### src/rtl/sram_arb_pkg.sv
// sram_arb_pkg: shared types and byte-merge helper for the sram_arb SRAM front end.
package sram_arb_pkg;
  localparam int PKG_DW = 32;
  localparam int PKG_SW = PKG_DW / 8;
  typedef enum logic {IDLE, RMW_WR} state_e;
  typedef enum logic {PORT_IFU = 1'b0, PORT_LSU = 1'b1} port_e;
  typedef struct packed {
    logic [31:0]       addr;
    logic              wen;
    logic [PKG_DW-1:0] wdata;
    logic [PKG_SW-1:0] wstrb;
  } req_t;
  function automatic logic [PKG_DW-1:0] merge_bytes(input logic [PKG_DW-1:0] old_w,
                                                    input logic [PKG_DW-1:0] new_w,
                                                    input logic [PKG_SW-1:0] strb);
    logic [PKG_DW-1:0] m;
    for (int i = 0; i < PKG_SW; i++) m[8*i+:8] = strb[i] ? new_w[8*i+:8] : old_w[8*i+:8];
    return m;
  endfunction
endpackage

### src/rtl/sram_arb_rr.sv
// rr_arb2: two-input round-robin arbiter; pointer favours the port not granted last.
module rr_arb2 (
  input  logic       clk,
  input  logic       rst,
  input  logic [1:0] req,
  input  logic       advance,
  output logic [1:0] gnt
);
  logic r_ptr;
  always_comb gnt = (&req) ? (r_ptr ? 2'b10 : 2'b01) : req;
  always_ff @(posedge clk or posedge rst)
    if (rst) r_ptr <= 1'b0;
    else if (advance) r_ptr <= gnt[0];
endmodule

### src/rtl/sram_arb.sv
// sram_arb: two-port round-robin arbiter with read-modify-write for partial stores.
// Optional SRAM_ARB_PERF_EN adds grant/conflict/RMW performance counters.
module sram_arb
  import sram_arb_pkg::*;
#(
  parameter int AW = 10,
  parameter int DW = PKG_DW
) (
  input  logic            clk,
  input  logic            rst,
  input  logic            p0_req_vld,
  output logic            p0_req_rdy,
  input  logic [31:0]     p0_req_addr,
  input  logic            p0_req_wen,
  input  logic [DW-1:0]   p0_req_wdata,
  input  logic [DW/8-1:0] p0_req_wstrb,
  output logic            p0_rsp_vld,
  output logic [DW-1:0]   p0_rsp_rdata,
  input  logic            p1_req_vld,
  output logic            p1_req_rdy,
  input  logic [31:0]     p1_req_addr,
  input  logic            p1_req_wen,
  input  logic [DW-1:0]   p1_req_wdata,
  input  logic [DW/8-1:0] p1_req_wstrb,
  output logic            p1_rsp_vld,
  output logic [DW-1:0]   p1_rsp_rdata,
  output logic [AW-1:0]   sram_addr,
  output logic            sram_wen,
  output logic [DW-1:0]   sram_wdata,
  input  logic [DW-1:0]   sram_rdata
`ifdef SRAM_ARB_PERF_EN
  ,
  output logic [31:0]     perf_grant0,
  output logic [31:0]     perf_grant1,
  output logic [31:0]     perf_conflict,
  output logic [31:0]     perf_rmw
`endif
);
  state_e        r_state, w_next;
  port_e         r_port;
  req_t          r_req, w_req;
  logic [AW-1:0] r_addr;
  logic [1:0]    r_rsp_vld, w_gnt;
  logic          r_rsp_rd, w_idle, w_any, w_rmw, w_full, w_zero, w_unused;
  assign w_idle = (r_state == IDLE) & ~rst;
  rr_arb2 u_arb (
    .clk     (clk),
    .rst     (rst),
    .req     ({p1_req_vld, p0_req_vld} & {2{w_idle}}),
    .advance (w_any),
    .gnt     (w_gnt)
  );
  assign w_any  = |w_gnt;
  assign w_req  = w_gnt[1] ? req_t'{p1_req_addr, p1_req_wen, p1_req_wdata, p1_req_wstrb}
                           : req_t'{p0_req_addr, p0_req_wen, p0_req_wdata, p0_req_wstrb};
  assign w_full = &w_req.wstrb;
  assign w_zero = ~|w_req.wstrb;
  assign w_rmw  = w_any & w_req.wen & ~w_full & ~w_zero;
  assign p0_req_rdy = w_gnt[0];
  assign p1_req_rdy = w_gnt[1];
  // Without a grant the address bus parks on its last value.
  assign sram_addr  = w_any ? w_req.addr[AW+1:2] : r_addr;
  assign sram_wen   = ~rst & ((r_state == RMW_WR) | (w_any & w_req.wen & w_full));
  assign sram_wdata = (r_state == RMW_WR) ? merge_bytes(sram_rdata, r_req.wdata, r_req.wstrb)
                                          : (w_any ? w_req.wdata : '0);
  assign p0_rsp_vld   = r_rsp_vld[0];
  assign p1_rsp_vld   = r_rsp_vld[1];
  assign p0_rsp_rdata = (r_rsp_vld[0] & r_rsp_rd) ? sram_rdata : '0;
  assign p1_rsp_rdata = (r_rsp_vld[1] & r_rsp_rd) ? sram_rdata : '0;
  assign w_unused = ^{w_req.addr[31:AW+2], w_req.addr[1:0], r_req.addr, r_req.wen};
  always_comb w_next = (r_state == IDLE && w_rmw) ? RMW_WR : IDLE;
  always_ff @(posedge clk or posedge rst)
    if (rst) r_state <= IDLE;
    else r_state <= w_next;
  always_ff @(posedge clk or posedge rst)
    if (rst) begin
      r_port    <= PORT_IFU;
      r_req     <= '0;
      r_addr    <= '0;
      r_rsp_vld <= '0;
      r_rsp_rd  <= 1'b0;
    end else begin
      r_addr   <= sram_addr;
      r_rsp_rd <= w_any & ~w_req.wen;
      // A partial store acks only after its write-back cycle.
      r_rsp_vld <= (r_state == RMW_WR) ? ((r_port == PORT_LSU) ? 2'b10 : 2'b01)
                                       : (w_rmw ? 2'b00 : w_gnt);
      if (w_rmw) begin
        r_port <= port_e'(w_gnt[1]);
        r_req  <= w_req;
      end
    end
`ifdef SRAM_ARB_PERF_EN
  always_ff @(posedge clk or posedge rst)
    if (rst) begin
      perf_grant0   <= '0;
      perf_grant1   <= '0;
      perf_conflict <= '0;
      perf_rmw      <= '0;
    end else begin
      perf_grant0   <= perf_grant0 + 32'(w_gnt[0]);
      perf_grant1   <= perf_grant1 + 32'(w_gnt[1]);
      perf_conflict <= perf_conflict + 32'(r_state == IDLE && p0_req_vld && p1_req_vld);
      perf_rmw      <= perf_rmw + 32'(w_rmw);
    end
`endif
endmodule
### config.mk
export PLATFORM = sky130hd
export DESIGN_NAME = sram_arb
export DESIGN_NICKNAME = d
export VERILOG_FILES = /design/src/rtl/sram_arb_pkg.sv /design/src/rtl/sram_arb_rr.sv /design/src/rtl/sram_arb.sv
export SDC_FILE = /design/constraint.sdc
export NUM_CORES = 1
export LEC_CHECK = 0
export ABC_AREA = 1
export CAP_MARGIN = 20
export CORE_ASPECT_RATIO = 0.6
export CORE_MARGIN = 2
export CORE_UTILIZATION = 38
export DETAILED_ROUTE_END_ITERATION = 8
export PLACE_DENSITY_LB_ADDON = 0.2
export SLEW_MARGIN = 25
export SYNTH_ARGS = -nofsm -noshare
export SYNTH_HDL_FRONTEND = slang
export SYNTH_SLANG_ARGS = --single-unit
### constraint.sdc
create_clock -name clk -period 3.2 [get_ports clk]
set_clock_uncertainty 0.2 [all_clocks]
set_input_delay 0.64 -clock clk [delete_from_list [all_inputs] [get_ports clk]]
set_output_delay 0.64 -clock clk [all_outputs]
set_load 0.01 [all_outputs]
==> results.yml <==
drt:
  first_pass_iters: 5
  vias_per_cell: 4.92
  wirelength_um: 15400
  vias: 5067
  wire_per_inst_um: 14.9
  antenna_left: 0
  drt_iter0_markers: 311
  drc_errors: 0
synthesis:
  seq_area_frac_synth_pct: 33.8
  synthTopCellsByArea: "dfrtp_1 (34%), nand2_1 (26%), nand4_1 (6.8%)"
  synth.distinct_cells: 26
  synthArstFlopShare_pct: 100
  syn_avg_cell_area_sq_um: 6.24
  synth.top_cell.area_share_pct: 33.8
  synthCells: 618
  ys_seq_elements: 52
  syn-num-nets: 792
  synth_edf_count: 0
  synth.yosys.warnings: 0
  yosysTopAreaCell: "dfrtp_1"
  ys.flop_type: "dfrtp_1"
  synth_area_sq_um: 3850
critical_path:
  critPathTopFamily: "buffers and inverters"
  crit_path_top_delay_cell: "dlygate4sd2_1"
  criticalPathCategory: "input pin to output port"
  worst_setup_path_end_kind: "output port"
  required_ps: 2360
  crit_top_cell: "nor2_4"
  crit_buf_inv: 4
  worstSetupStartpointType: "input pin"
  cp.arrival_ps: 2290
  path_cells: "dlygate4sd2_1 > nor2_4 > nand3_4 > buf_4 > buf_6 > nand2_1 > nand2_2 > nor2_4 > nand3_1 > a21oi_1 > clkdlybuf4s15_2"
  worstPathMaxFanout: 9
  max_stage_delay_ps: 280
cells_and_area:
  postLayoutCoreUtil_pct: 71.9
  instances_no_fill: 1030
  drive_above_1_share_pct: 13.5
  area_growth_pct: 84.4
  fin_area_sq_um: 7110
  diodes: 0
  final_common_cell: "nand2_1"
  final_nets: 1069
  mostFrequentLayoutCells: "nand2_1 (261), clkdlybuf4s50_1 (194), nor2_1 (68), buf_4 (62), dfrtp_1 (52)"
timing:
  holdWs_ps: 270
  setup_violations: 0
  period_needed_ps: 3130
  timing_hold_violations_final: 0
  finalCritPeriodShare_pct: 97.9
  maxSlewViolCount: 0
  worst_pin_slew_ps: 702
  slew_headroom_pct: 53.1
  setup_ws_ps: 68.1
  fmax_ghz: 0.319
  final.setup.tns_ps: 0
global_routing:
  grt_antenna_before_repair: 0
  grt_overflow: 0
  grt_use_total_pct: 27.4
  grt_pass1_wl_um: 23900
  grt_pass1_vias: 4814
  grt_max_degree: 39
floorplanning:
  pin_count: 285
  start_util_pct: 39.0
  fp.dieW_um: 134
  die_area_sq_um: 11000
  chipHeight_um: 82.0
  rows: 28
  coreArea_sq_um: 9880
power_and_ir_drop:
  p_sw_mw: 1.08
  peakVddDrop_v: 0.000287
  seqPwrFrac_pct: 32.9
  power.density_nw_per_um2: 436
  finalPower_mw: 3.10
  power.internal_mw: 2.02
  p_leak_nw: 3.65
  clockPowerShare_pct: 21.6
  swShare_pct: 34.8
  combPwrFrac_pct: 45.5
placement:
  place.gp.congestion: 0.873
  dp_cells: 1016
  pre_cts_ws_ps: -406
  portBuffers: 240
  placed_cell_area_sq_um: 6720
  post-dp-hpwl_um: 11000
clock_tree:
  clk_latency_ps: 280
  cts_tree: "built"
  cts.clk_slew.worst_paths_ps: 70
  h-tree-depth: 2
  cts_buffer_depth: 2
  cts_sinks: 52
  numCtsBuffers: 5
  clockRootBuffer: "clkbuf_16"
hold_path:
  hp-class: "flop to flop"
outcome:
  outcome: "completed"
run:
  cap_violations: 0
==> Yosys cell counts (2+ instances only) <==
master       n
nor2_4       3
nand4_1     42
buf_1        2
buf_6        9
a2bb2oi_1   10
nor2_1      68
clkbuf_1    17
a21oi_1     43
nand2_1    262
buf_2       10
inv_2        5
nand2_2      4
o21ai_0     32
inv_1       43
buf_4        6
dfrtp_1     52
==> logic make-up (layout without fill, tap and decap cells) <==
| group | after synthesis | in the layout | synth area share (%) |
|---|---|---|---|
| AND/OR/NAND/NOR | 385 | 385 | 41.8 |
| buffers and inverters | 92 | 369 | 11.6 |
| AO/OA/AOI/OAI | 89 | 89 | 12.9 |
| flip-flops | 52 | 52 | 33.8 |
==> power groups by stage <==
stage	clock [mW]	combinational [mW]	sequential, mW
3_3_place_gp	0	1.35	1.01
6_report	0.670	1.41	1.02
3_5_place_dp	0	1.38	1.02
2_1_floorplan	0	0.691	0.982
5_1_grt	0.705	1.56	1.04
4_1_cts	0.682	1.39	1.01
==> repair_timing <==
action	4_1_cts	5_1_grt
resized for setup	94	6
hold buffers	0	0
hold endpoints to repair	0	0
pin swaps	3	1
setup endpoints to repair	44	33
buffers inserted	4	1
gates cloned	2	0
==> sequential cells by signal (all words and copies together) (netlist names) <==
| signal | flops |
|---|---|
| r_addr | 10 |
| r_rsp_rd | 1 |
| r_port | 1 |
| r_rsp_vld | 2 |
| r_req | 36 |
| r_state | 1 |
| u_arb.r_ptr | 1 |
==> tightest hold or removal path, stage by stage (launching register included) <==
cell     delay (ps)
dfrtp_1         340
nand2_1          50
nand2_1          40
==> final cells by class <==
class | instances | area (sq um)
Clock buffer | 5 | 125
Clock inverter | 2 | 60.1
Fill cell | 781 | 2770
Inverter | 48 | 188
Multi-Input combinational cell | 474 | 2170
Sequential cell | 52 | 1300
Tap cell | 135 | 169
Timing Repair Buffer | 314 | 3090
==> path summary, 6_finish.rpt <==
check / startpoint / endpoint / slack (ps) / cells past startpoint
max in group asynchronous: rst / r_addr[1]$_DFF_PP0_ / 1570 / 4
hold reg to reg: r_req[14]$_DFFE_PP0P_ / r_req[14]$_DFFE_PP0P_ / 270 / 2
setup reg to reg: r_state$_DFF_PP0_ / r_req[9]$_DFFE_PP0P_ / 710 / 11
min in group asynchronous: rst / r_req[16]$_DFFE_PP0P_ / 600 / 3
setup / recovery: rst / sram_wen / 70 / 11
hold / removal: r_req[14]$_DFFE_PP0P_ / r_req[14]$_DFFE_PP0P_ / 270 / 2
==> routing by layer <==
layer | track usage [%] | wire (um) | vias to the layer above
li1 | - | - | 2519
met1 | 35.9 | 6770 | 2301
met2 | 47.6 | 7230 | 230
met3 | 4.88 | 1180 | 17
met4 | 7.05 | 195 | 0
met5 | 0 | 0 | -
Note: power is estimated with default switching activity, not from simulation.
